File: src/rtl/wimax_interleaver_pp_pkg.sv
// wimax_interleaver_pp_pkg: shared bank-state type and default geometry for the 802.16 ping-pong interleaver
package wimax_interleaver_pp_pkg;
  typedef enum logic [1:0] {EMPTY, FILLING, FULL, DRAINING} bank_state_t;
  localparam int unsigned DEF_N_CBPS = 192;
  localparam int unsigned DEF_D = 16;
  localparam int unsigned DEF_S = 1;
  function automatic logic writable(bank_state_t st);
    return st == EMPTY || st == FILLING;
  endfunction
  function automatic logic holds_data(bank_state_t st);
    return st == FULL || st == DRAINING;
  endfunction
endpackage

File: src/rtl/wimax_interleaver_pp_addr_gen.sv
// intlv_addr_gen: multiplier-free col/row/mk counter producing the 802.16 permuted write address jk
module intlv_addr_gen
  import wimax_interleaver_pp_pkg::*;
#(
  parameter int unsigned N_CBPS = DEF_N_CBPS,
  parameter int unsigned D = DEF_D,
  parameter int unsigned S = DEF_S,
  parameter int unsigned AW = $clog2(N_CBPS)
) (
  input  logic          clk,
  input  logic          reset_N,
  input  logic          start,
  input  logic          advance,
  input  logic          identity,
  output logic [AW-1:0] wr_addr,
  output logic          last
);
  localparam int unsigned CW = (D > 1) ? $clog2(D) : 1;
  localparam logic [AW-1:0] ROWS = AW'(N_CBPS / D);
  localparam logic [AW-1:0] SMASK = AW'(S - 1);
  logic [CW-1:0] col_q, col_d;
  logic [AW-1:0] row_q, row_d, mk_q, mk_d, k_q, k_d, diff, jk;
  logic id_q, id_d, wrap, first, use_id;
  assign first = k_q == '0;
  assign last = k_q == AW'(N_CBPS - 1);
  assign diff = mk_q - AW'(col_q);
  assign jk = (mk_q & ~SMASK) | (diff & SMASK);
  assign use_id = first ? identity : id_q;
  assign wr_addr = use_id ? k_q : jk;
  // step the counters one bit per advance; start clears them for the next block
  always_comb begin
    wrap = col_q == CW'(D - 1);
    k_d = start ? '0 : advance ? k_q + 1'b1 : k_q;
    col_d = start ? '0 : advance ? (wrap ? '0 : col_q + 1'b1) : col_q;
    row_d = start ? '0 : (advance & wrap) ? row_q + 1'b1 : row_q;
    mk_d = start ? '0 : advance ? (wrap ? row_q + 1'b1 : mk_q + ROWS) : mk_q;
    id_d = (advance & first) ? identity : id_q;
  end
  // counter and identity-mode registers
  always_ff @(posedge clk or negedge reset_N) begin
    if (!reset_N) begin
      col_q <= '0;
      row_q <= '0;
      mk_q <= '0;
      k_q <= '0;
      id_q <= 1'b0;
    end else begin
      col_q <= col_d;
      row_q <= row_d;
      mk_q <= mk_d;
      k_q <= k_d;
      id_q <= id_d;
    end
  end
endmodule

File: src/rtl/wimax_interleaver_pp.sv
// wimax_interleaver_pp: 802.16 block interleaver with two ping-pong banks; optional INTERLEAVER_BYPASS_EN adds an identity-order bypass port
module wimax_interleaver_pp
  import wimax_interleaver_pp_pkg::*;
#(
  parameter int unsigned N_CBPS = DEF_N_CBPS,
  parameter int unsigned D = DEF_D,
  parameter int unsigned S = DEF_S,
  parameter int unsigned AW = $clog2(N_CBPS)
) (
  input  logic clk,
  input  logic reset_N,
  input  logic in_valid,
  output logic in_ready,
  input  logic in_bit,
`ifdef INTERLEAVER_BYPASS_EN
  input  logic bypass,
`endif
  output logic out_valid,
  input  logic out_ready,
  output logic out_bit,
  output logic out_last
);
  localparam logic [AW-1:0] LAST = AW'(N_CBPS - 1);
  bank_state_t st_q [2];
  bank_state_t st_d [2];
  logic [N_CBPS-1:0] mem_q [2];
  logic [N_CBPS-1:0] mem_d [2];
  logic wr_bank_q, wr_bank_d, rd_bank_q, rd_bank_d;
  logic [AW-1:0] rd_addr_q, rd_addr_d, wr_addr;
  logic in_ready_q, in_ready_d, out_valid_q, out_valid_d;
  logic out_bit_q, out_bit_d, out_last_q, out_last_d;
  logic wr_fire, wr_last, rd_fire, rd_last, identity;
`ifdef INTERLEAVER_BYPASS_EN
  assign identity = bypass;
`else
  assign identity = 1'b0;
`endif
  assign wr_fire = in_valid & in_ready_q;
  assign rd_fire = out_valid_q & out_ready;
  assign rd_last = rd_addr_q == LAST;
  assign in_ready = in_ready_q;
  assign out_valid = out_valid_q;
  assign out_bit = out_bit_q;
  assign out_last = out_last_q;
  intlv_addr_gen #(
    .N_CBPS(N_CBPS),
    .D(D),
    .S(S),
    .AW(AW)
  ) u_addr_gen (
    .clk(clk),
    .reset_N(reset_N),
    .start(wr_fire & wr_last),
    .advance(wr_fire),
    .identity(identity),
    .wr_addr(wr_addr),
    .last(wr_last)
  );
  // bank bookkeeping; the read stage looks at next-cycle memory so a just-completed bank is presented with no extra bubble
  always_comb begin
    st_d = st_q;
    mem_d = mem_q;
    if (wr_fire) begin
      mem_d[wr_bank_q][wr_addr] = in_bit;
      st_d[wr_bank_q] = wr_last ? FULL : FILLING;
    end
    if (rd_fire) st_d[rd_bank_q] = rd_last ? EMPTY : DRAINING;
    wr_bank_d = wr_bank_q ^ (wr_fire & wr_last);
    rd_bank_d = rd_bank_q ^ (rd_fire & rd_last);
    rd_addr_d = rd_fire ? (rd_last ? '0 : rd_addr_q + 1'b1) : rd_addr_q;
    in_ready_d = writable(st_d[wr_bank_d]);
    out_valid_d = holds_data(st_d[rd_bank_d]);
    out_bit_d = mem_d[rd_bank_d][rd_addr_d];
    out_last_d = out_valid_d & (rd_addr_d == LAST);
  end
  // storage, bank pointers and registered handshake outputs
  always_ff @(posedge clk or negedge reset_N) begin
    if (!reset_N) begin
      st_q <= '{EMPTY, EMPTY};
      mem_q <= '{default: '0};
      wr_bank_q <= 1'b0;
      rd_bank_q <= 1'b0;
      rd_addr_q <= '0;
      in_ready_q <= 1'b0;
      out_valid_q <= 1'b0;
      out_bit_q <= 1'b0;
      out_last_q <= 1'b0;
    end else begin
      st_q <= st_d;
      mem_q <= mem_d;
      wr_bank_q <= wr_bank_d;
      rd_bank_q <= rd_bank_d;
      rd_addr_q <= rd_addr_d;
      in_ready_q <= in_ready_d;
      out_valid_q <= out_valid_d;
      out_bit_q <= out_bit_d;
      out_last_q <= out_last_d;
    end
  end
endmodule

File: config.mk
export PLATFORM = sky130hd
export DESIGN_NAME = wimax_interleaver_pp
export DESIGN_NICKNAME = d
export VERILOG_FILES = /design/src/rtl/wimax_interleaver_pp_pkg.sv /design/src/rtl/wimax_interleaver_pp_addr_gen.sv /design/src/rtl/wimax_interleaver_pp.sv
export SDC_FILE = /design/constraint.sdc
export NUM_CORES = 1
export LEC_CHECK = 0
export CORE_UTILIZATION = 60
export DETAILED_ROUTE_END_ITERATION = 10
export DONT_BUFFER_PORTS = 1
export GPL_ROUTABILITY_DRIVEN = 0
export PLACE_DENSITY = 0.76
export REMOVE_ABC_BUFFERS = 1
export SETUP_SLACK_MARGIN = 0.1
export SLEW_MARGIN = 10
export SYNTH_ARGS = -nofsm -noshare
export SYNTH_HDL_FRONTEND = slang
export SYNTH_SLANG_ARGS = --single-unit
File: constraint.sdc
create_clock -name clk -period 3.9 [get_ports clk]
set_input_delay 0.585 -clock clk [delete_from_list [all_inputs] [get_ports clk]]
set_output_delay 0.585 -clock clk [all_outputs]
set_load 0.005 [all_outputs]
# Word-level counts from Yosys, hierarchy flattened
# Cells that the tools add are included.
dict set report word_totals {
  output_inout_bits 4
  elab_cells 95
  regBits 430
}
dict set report classes {
  reduce_logical 8
  n_addsub 5
  n_eq_ne 7
  n_lt_le_gt_ge 9
  n_bitwise 12
  mux 39
}
# cell n
set op_table {}
lappend op_table {{$mux W192} 4}
lappend op_table {{$bwmux W384} 1}
lappend op_table {{$mux W384} 1}
lappend op_table {{$demux W192 S1} 1}
lappend op_table {{$mux W8} 9}
lappend op_table {{$add A8 B1 Y8 const B} 3}
lappend op_table {{$eq A8 B8 Y1 const B} 3}
lappend op_table {{$mux W2} 10}
lappend op_table {{$mux W4} 5}
lappend op_table {{$lt A8 B9 Y1 const B} 2}
lappend op_table {{$add A8 B4 Y8 const B} 1}
lappend op_table {{$bmux W1 S8} 1}
lappend op_table {{$bwmux W4} 2}
lappend op_table {{$demux W1 S8} 1}
lappend op_table {{$ge A2 B2 Y1 const B} 4}
lappend op_table {{$ge A8 B1 Y1 const B} 1}
lappend op_table {{$not A1 Y2} 4}
lappend op_table {{$and A1 B1 Y1} 6}
lappend op_table {{$add A4 B1 Y4 const B} 1}
lappend op_table {{$demux W2 S1} 2}
lappend op_table {{$eq A2 B2 Y1 const B} 2}
lappend op_table {{$eq A4 B4 Y1 const B} 1}
lappend op_table {{$lt A2 B1 Y1 const B} 2}
lappend op_table {{$reduce_bool A2 Y1} 2}
lappend op_table {{6 further kinds} 11}

# Longest topological paths before layout
# Gate-level depths: netlist of run 1.
dict set report depth {
  depth_word 15
  mapped_depth 15
}

# Cells and area by module
# From an unflattened synthesis of run 1, not the netlist that was laid out.
dict set report hier_totals {
  hier_cells 2083
  hier_area_um2 22942.0
}
# module area_each_um2 n_inst cells_per_inst seq_area_each_um2
set modules_own_cells {}
lappend modules_own_cells {wimax_interleaver_pp 21275.4 1 1910 10009.6}
lappend modules_own_cells {intlv_addr_gen 1666.6 1 173 725.7}

# Least setup slack after synthesis of run 1
# OpenSTA, ideal clock, no wires.
dict set report synth_timing {
  path_kind {register to register}
  startpoint {reg u_addr_gen.mk_q[3], in the netlist u_addr_gen.jk[3]}
  endpoint {reg out_bit_q, in the netlist out_bit}
  t_arrival_ns 3.288
  path_stages_with_launch 15
  n_path_buf 2
  setup_ns 0.134
  path_slack_ns 0.477
  t_required_ns 3.766
  synth_period_minus_slack_ns 3.423
  path_cell_list {dfrtp_1 inv_1 ha_1 clkbuf_1 nand2_1 or2_1 clkbuf_1 nor2_1 mux2_2 mux4_2 mux2_2 mux2_2 o311a_1 o211a_1 nand4bb_1}
}
# item line_no
set synth_lines {}
lappend synth_lines {{start, declared} wimax_interleaver_pp_addr_gen.sv:22} ;# logic [AW-1:0] row_q, row_d, mk_q, mk_d, k_q, k_d, diff, jk;
lappend synth_lines {{start signal, assigned} wimax_interleaver_pp_addr_gen.sv:50} ;# mk_q <= mk_d;
lappend synth_lines {{end signal, assigned} wimax_interleaver_pp.sv:96} ;# out_bit_q <= out_bit_d;
lappend synth_lines {{end, declared} wimax_interleaver_pp.sv:31} ;# logic out_bit_q, out_bit_d, out_last_q, out_last_d;

# Worst setup path after layout of run 1
dict set report layout_timing {
  startpoint {reg u_addr_gen.mk_q[4], in the netlist u_addr_gen.jk[4]}
  endpoint {reg out_bit_q, in the netlist out_bit}
}
dict set report layout_between {
  elab_chain_len 13
  elab_cells_between_ends 14
  cone_classes {2 x order compare; 11 x mux; 1 x reduce/logical}
}
# item line_no
set layout_lines {}
lappend layout_lines {{$lt A8 B9 Y1 (implied by the code) / $ge A8 B1 Y1 (equally long branches)} wimax_interleaver_pp.sv:64} ;# mem_d[wr_bank_q][wr_addr] = in_bit;
lappend layout_lines {{$logic_and A1 B1 Y1 (implied by the code)} wimax_interleaver_pp.sv:64}
lappend layout_lines {{$mux W1 (implied by the code)} wimax_interleaver_pp.sv:64}
lappend layout_lines {{$demux W1 S8 (*)} wimax_interleaver_pp.sv:64}
lappend layout_lines {{$mux W192 (implied by the code) (*)} wimax_interleaver_pp.sv:64}
lappend layout_lines {{$demux W192 S1 (*)} wimax_interleaver_pp.sv:64}
lappend layout_lines {{$bwmux W384 (*)} wimax_interleaver_pp.sv:64}
lappend layout_lines {{$mux W384 (*)} wimax_interleaver_pp.sv:63} ;# if (wr_fire) begin
lappend layout_lines {{$mux W192 (implied by the code) (*) (3 in series)} wimax_interleaver_pp.sv:73} ;# out_bit_d = mem_d[rd_bank_d][rd_addr_d];
lappend layout_lines {{$bmux W1 S8 (*)} wimax_interleaver_pp.sv:73}
lappend layout_lines {{$mux W1 (implied by the code) (*)} wimax_interleaver_pp.sv:73}
lappend layout_lines {{net out_bit_d} wimax_interleaver_pp.sv:31}
# Mark *: on every way through the listed nets, which the timed path passes. The rest lies on a longest branch. The select of a mux whose other input is x is not followed.
# A chain may end at the register's enable or synchronous reset.

==> run metrics, run 1 <==
status=finished, violations left; failing checks=negative hold slack, max-slew violations; Finished Cell Area=25000 µm²; CP startpoint=u_addr_gen.jk[4]; Post-synth EDFFs=0; vias per cell=6.61; Die Y=197 µm; vias=about 17000; clk root buf=clkbuf_16; Layout area overhead=9.53%; crit path kind=reg -> reg; Crit Path Max Fanout=16; DRT Wirelength=62500 µm; static leakage=12.1 nW; Die X=197 µm; Final Hold Vio Count=250; Total Routing Usage GR=0.329; reg2reg path depth=12; Clk Latency, worst-skew pair=0.58 ns; Slew @ Worst Pin=1.66 ns; global-route wire length before repair=99200 µm; FFs w/ async S/R, synth=1.00; antenna violation net count after detailed routing=0; Slew Limit Headroom=-0.107; clock-pin slew on the worst setup and hold paths=0.06 ns; Avg Cell Area, Syn=10.6 µm²; vias in the first global route=approximately 17000; CP Cell Sequence=buf_4, or4b_1, buf_4, or3_1, mux2i_1, a22oi_1, a21oi_1, o41ai_1, o31ai_1, nand2_1, o2111ai_1, nand4bb_1; row count=71; CP endpoint=out_bit; TritonRoute pass-1 iters=7; Primary FF master, synth=dfrtp_1; max-capacitance violation count=0; CTS max path bufs=3; RSZ-0062 raised after global routing=no; final critical-path required period=3.69 ns; final net count=2108; fin crit share=0.947; CTS tree=built; hpwl dp=39400 µm; CP startpoint kind=register; Max Freq=271 MHz; CP bufs+invs=2; setup slack, reg-to-reg=slightly above 0.2 ns; Arrival @ worst endpoint=4.21 ns; htree depth=2; Initial Utilization=0.608; sequential share of the synthesized area=0.469; core area=37600 µm²; DP Worst Slack=-0.0135 ns; ant diodes=0; port buffer count=0; placed cell area=approximately 23000 µm²; DR WL/cell=23.7 µm; hold slack final=-0.262 ns; Pins Over Slew Limit=147; Clock Skew=0.0272 ns; largest net degree at the start of global routing=429; antenna violations before repair=0; post-synthesis register bit count=428; WP depth=12; Post-Synthesis Cells=2151; WP data required=4.41 ns; number of remaining DRC errors=0; total grt overflow=0; Mapped Area=22800 µm²; peak supply drop=362 µV; clock sinks=between 400 and 500; commonest non-fill, non-tap cell in the layout=dfrtp_1; Synth Warn #=0; layout cells sized above 1=0.236; setup ws final=0.207 ns; CTS Buf Count=46; commonest cells after routing, fill and taps aside=428 x dfrtp_1, 249 x mux2_2, 236 x nor3_1; RR Endpoint=out_bit; worst r2r src=u_addr_gen.jk[4]; Crit path top cell by count=buf_4; Boundary Pins=9; Slowest Stage Delay on Critical Path=0.75 ns; Crit path max-delay family=simple AND/OR/NAND/NOR gates; Final setup viols=0; slowest library cell on the worst path=dfrtp_1; 1st-iter DRT viols=~1900; pwr dens=457 nW/µm²; die area=38900 µm²; Hold Crit Class=in -> async; synth unique cells=85; element type at the critical path end=register
[timing repair]
action / in CTS / in global routing
pin swaps: 1 / 3
endpoints found under the hold margin: 428 / 428
endpoints found under the setup margin: 1 / 1
setup buffers: 0 / 4
gates resized for setup: 4 / 13
[worst min-delay path by stage]
stage                       endpoint  slack [ns]  cells past startpoint
after floorplan             in_ready        0.29                      0
after global placement    mem_q[348]        0.32                      0
after detailed placement  mem_q[156]        0.32                      0
after CTS                 mem_q[261]       -0.29                      0
after global routing      mem_q[173]       -0.28                      0
final                     mem_q[156]       -0.26                      0
[cells in the mapped netlist, types with 9 or more instances]
library cell / count / area (µm²)
clkbuf_1: 122 / 458
a211oi_1: 11 / 82.6
a22oi_1: 48 / 360
ha_1: 9 / 113
nand3b_1: 9 / 67.6
buf_1: 29 / 109
mux2_2: 249 / 2800
nand3_1: 88 / 440
o22ai_1: 21 / 131
and3b_1: 9 / 78.8
mux2_1: 14 / 158
a21oi_1: 28 / 140
inv_1: 124 / 465
o21ai_0: 54 / 270
and3_1: 16 / 100
nor3_1: 236 / 1180
o221ai_1: 20 / 175
a32oi_1: 15 / 131
or3_1: 9 / 56.3
nor2_1: 91 / 342
mux4_2: 32 / 721
buf_2: 45 / 225
mux2i_1: 140 / 1400
nand2_1: 127 / 477
dfrtp_1: 428 / 10700
[state kept, by name, indices dropped and copies added, names as in the netlist, 2 cells and up]
register / count
u_addr_gen.k_q: 8
st_q: 2
u_addr_gen.jk: 8
mem_q: 384
u_addr_gen.row_q: 8
u_addr_gen.col_q: 4
rd_addr_q: 8
[where the power goes]
group / switching (mW) / internal (mW)
registers: 0.256 / 4.79
clock network: 1.78 / 2.51
logic: 1.36 / 0.722
[routing by layer]
metal,vias to the layer above,track usage,share of wire
met4,0,0.138,0.039
li1,7575,-,-
met1,8851,0.458,0.41
met2,832,0.501,0.46
met3,178,0.0693,0.090
met5,-,0,0
[metrics by stage]
| step | cells | TNS, ns | utilization | power [mW] |
|---|---|---|---|---|
| 2_1_floorplan | 1942 | -1.51 | - | 6.23 |
| 3_3_place_gp | 2553 | 0 | 0.624 | 7.00 |
| 3_5_place_dp | 2553 | -0.0135 | 0.624 | 7.09 |
| 4_1_cts | 2633 | 0 | 0.664 | 11.4 |
| 5_1_grt | 2637 | 0 | 0.666 | 11.8 |
| 6_report | 2637 | 0 | 0.666 | 11.4 |
[cells by family (layout without fill, tap and decap cells)]
family | Yosys count | in the layout | share of synthesized area
DFF | 428 | 428 | 0.469
xor gates and xnor gates | 13 | 13 | 0.00498
muxes | 443 | 443 | 0.228
and+or+nand+nor | 664 | 664 | 0.152
adders and majority gates | 9 | 9 | 0.00493
AOI/OAI and AO/OA | 259 | 259 | 0.0793
buffers and inverters | 335 | 310 | 0.0619
[area by class of cell]
cell class	count	area [µm²]
clock buffers	70	1350
clock inverters	10	110
fillers	2813	12600
inverters	126	478
multi-input cells	1388	10800
flip-flops and latches	428	10700
well taps	511	639
repair buffers	104	885
No activity file was read; power rests on OpenSTA's default activity.
==> inputs of run 2 (changes only) <==
Settings changed: CORE_MARGIN set to 8.
==> run metrics, run 2 (synthesis results as in run 1) <==
status=finished, violations left; failing checks=negative hold slack; ant diodes=0 (unchanged); Final Util=0.669 (+0.00283); core area=37600 µm² (unchanged); row count=71 (unchanged); Multi-input gate area=10800 µm² (-0.22%); static leakage=12.2 nW (+0.81%); total grt overflow=0 (unchanged); Finished Cell Area=25100 µm² (+0.43%); pwr dens=462 nW/µm² (+1.3%); crit path kind=reg -> reg; Max Freq=274 MHz (+1.0%); RSZ-0062 raised after global routing=no; htree depth=2 (unchanged); placed cell count=2562 (+0.35%); peak supply drop=351 µV (-2.9%); Slew Limit Headroom=0.187 (+0.294); Total Routing Usage GR=0.279 (-0.0494); Final setup viols=0 (unchanged); layout cells sized above 1=0.244 (+0.00837); die area=44600 µm² (+15%); max-capacitance violation count=0 (unchanged); placed cell area=23500 µm² (+0.23%); antenna violation net count after detailed routing=0 (unchanged); clk root buf=clkbuf_16; Hold Crit Class=in -> async; clock-pin slew on the worst setup and hold paths=0.06 ns (about the same); commonest cells after routing, fill and taps aside=426 x dfrtp_1, 249 x mux2_2, 235 x nor3_1; commonest non-fill, non-tap cell in the layout=dfrtp_1; WP data required=4.35 ns (-0.06 ns); final net count=2114 (+0.28%); Clock Skew=0.0216 ns (-0.00564 ns); hpwl dp=38800 µm (-1.5%); largest net degree at the start of global routing=429 (unchanged); CTS tree=built; max reg flops=384 (unchanged); Crit Path Max Fanout=14 (-2); Layout area overhead=10.0%; antenna violations before repair=1 (+1); global-route wire length before repair=98700 µm (-0.52%); Biggest register=mem_q; storage element area=10700 µm² (about the same); Clk Latency, worst-skew pair=0.58 ns (about the same); CP startpoint kind=register; Die Y=211 µm (+7.1%); vias=17300 (-0.62%); Initial Utilization=0.608 (unchanged); Tot Pwr=11.6 mW (+1.7%); clock sinks=428 (unchanged); fin crit share=0.937 (-0.00973); DRT Wirelength=62400 µm (-0.15%); vias in the first global route=17300 (-0.70%); Filler Cells Inserted=2767 (-1.6%); Boundary Pins=9 (unchanged); final critical-path required period=3.66 ns (-0.0379 ns); element type at the critical path end=register; Final Hold Vio Count=428 (+71%); DR WL/cell=23.6 µm (-0.49%); CTS Buf Count=46 (unchanged); vias per cell=6.55 (-0.96%); number of remaining DRC errors=0 (unchanged); Die X=211 µm (+7.1%); Non-Filler Instances=2646 (+0.34%); TritonRoute pass-1 iters=7 (unchanged); Slew @ Worst Pin=1.22 ns (-0.441 ns); Pins Over Slew Limit=0 (-100%); CTS max path bufs=3 (unchanged); Arrival @ worst endpoint=4.11 ns (-0.10 ns); 1st-iter DRT viols=2051 (+7.3%); port buffer count=0 (unchanged); hold slack final=-0.276 ns (-0.0140 ns)
==> run 2: cell types whose count changed in the layout (fill, tap and decap cells not counted), moves of 2 or more <==
cell and delta:
a2111oi_2 -2, dfrtp_2 +2, clkinv_2 +9, clkbuf_1 -13, dfrtp_1 -2, buf_4 +7
clkbuf_8 +7
==> run 2: worst max-delay path, cell delays in order, from the launching register on <==
cell	delay, ns
dfrtp_1	0.71
nand4b_1	0.34
or2_1	0.41
nor2_1	0.15
mux2_2	0.36
mux4_2	0.49
mux2_2	0.28
mux2_2	0.25
o311a_1	0.28
o211a_1	0.10
nand4bb_1	0.16
==> run 2: what timing repair did <==
item | CTS | global route
gates resized for setup | 0 | 13
endpoints found under the hold margin | 428 | 428
setup endpoints to repair | 0 | 1
setup buffers | 0 | 1
==> run 2: worst paths after layout <==
kind                             from          to  slack, ns  depth (start not counted)
setup / recovery             in_ready     out_bit       0.24                         10
hold / removal                reset_N  mem_q[154]      -0.28                          0
setup reg to reg             in_ready     out_bit       0.24                         10
hold reg to reg            mem_q[282]  mem_q[282]       0.47                          2
max in group asynchronous     reset_N  mem_q[286]       3.28                          0
min in group clk               in_bit  mem_q[155]       0.22                          1
==> run 2: routing by layer <==
metal / vias up / global-route usage / routed length [µm]
li1: 7608 / - / -
met1: 8782 / 0.384 / 26000
met2: 775 / 0.432 / 28800
met3: 161 / 0.0568 / 5340
met4: 2 / 0.107 / 2220
met5: - / 0 / 18
==> run 2: stage by stage <==
stage          TNS [ns]  setup slack, ns
2_1_floorplan     -1.51            -1.51
3_3_place_gp          0            0.207
3_5_place_dp          0            0.135
4_1_cts               0            0.126
5_1_grt               0            0.107
6_report              0            0.245
==> run 2: area by class of cell <==
| class | instances | area share |
|---|---|---|
| tap | 511 | 0.0254 |
| clock buffer | 64 | 0.0557 |
| multi-input combinational | 1388 | 0.431 |
| timing repair buffer | 110 | 0.0365 |
| clock inverter | 19 | 0.00617 |
| inverter | 126 | 0.0191 |
| sequential | 428 | 0.426 |
==> run 2: power by group <==
group	total, mW	switching (mW)	internal, mW
Combinational	2.11	1.36	0.742
Sequential	5.05	0.258	4.79
Clock	4.46	1.83	2.63
Total	11.6	3.45	8.17
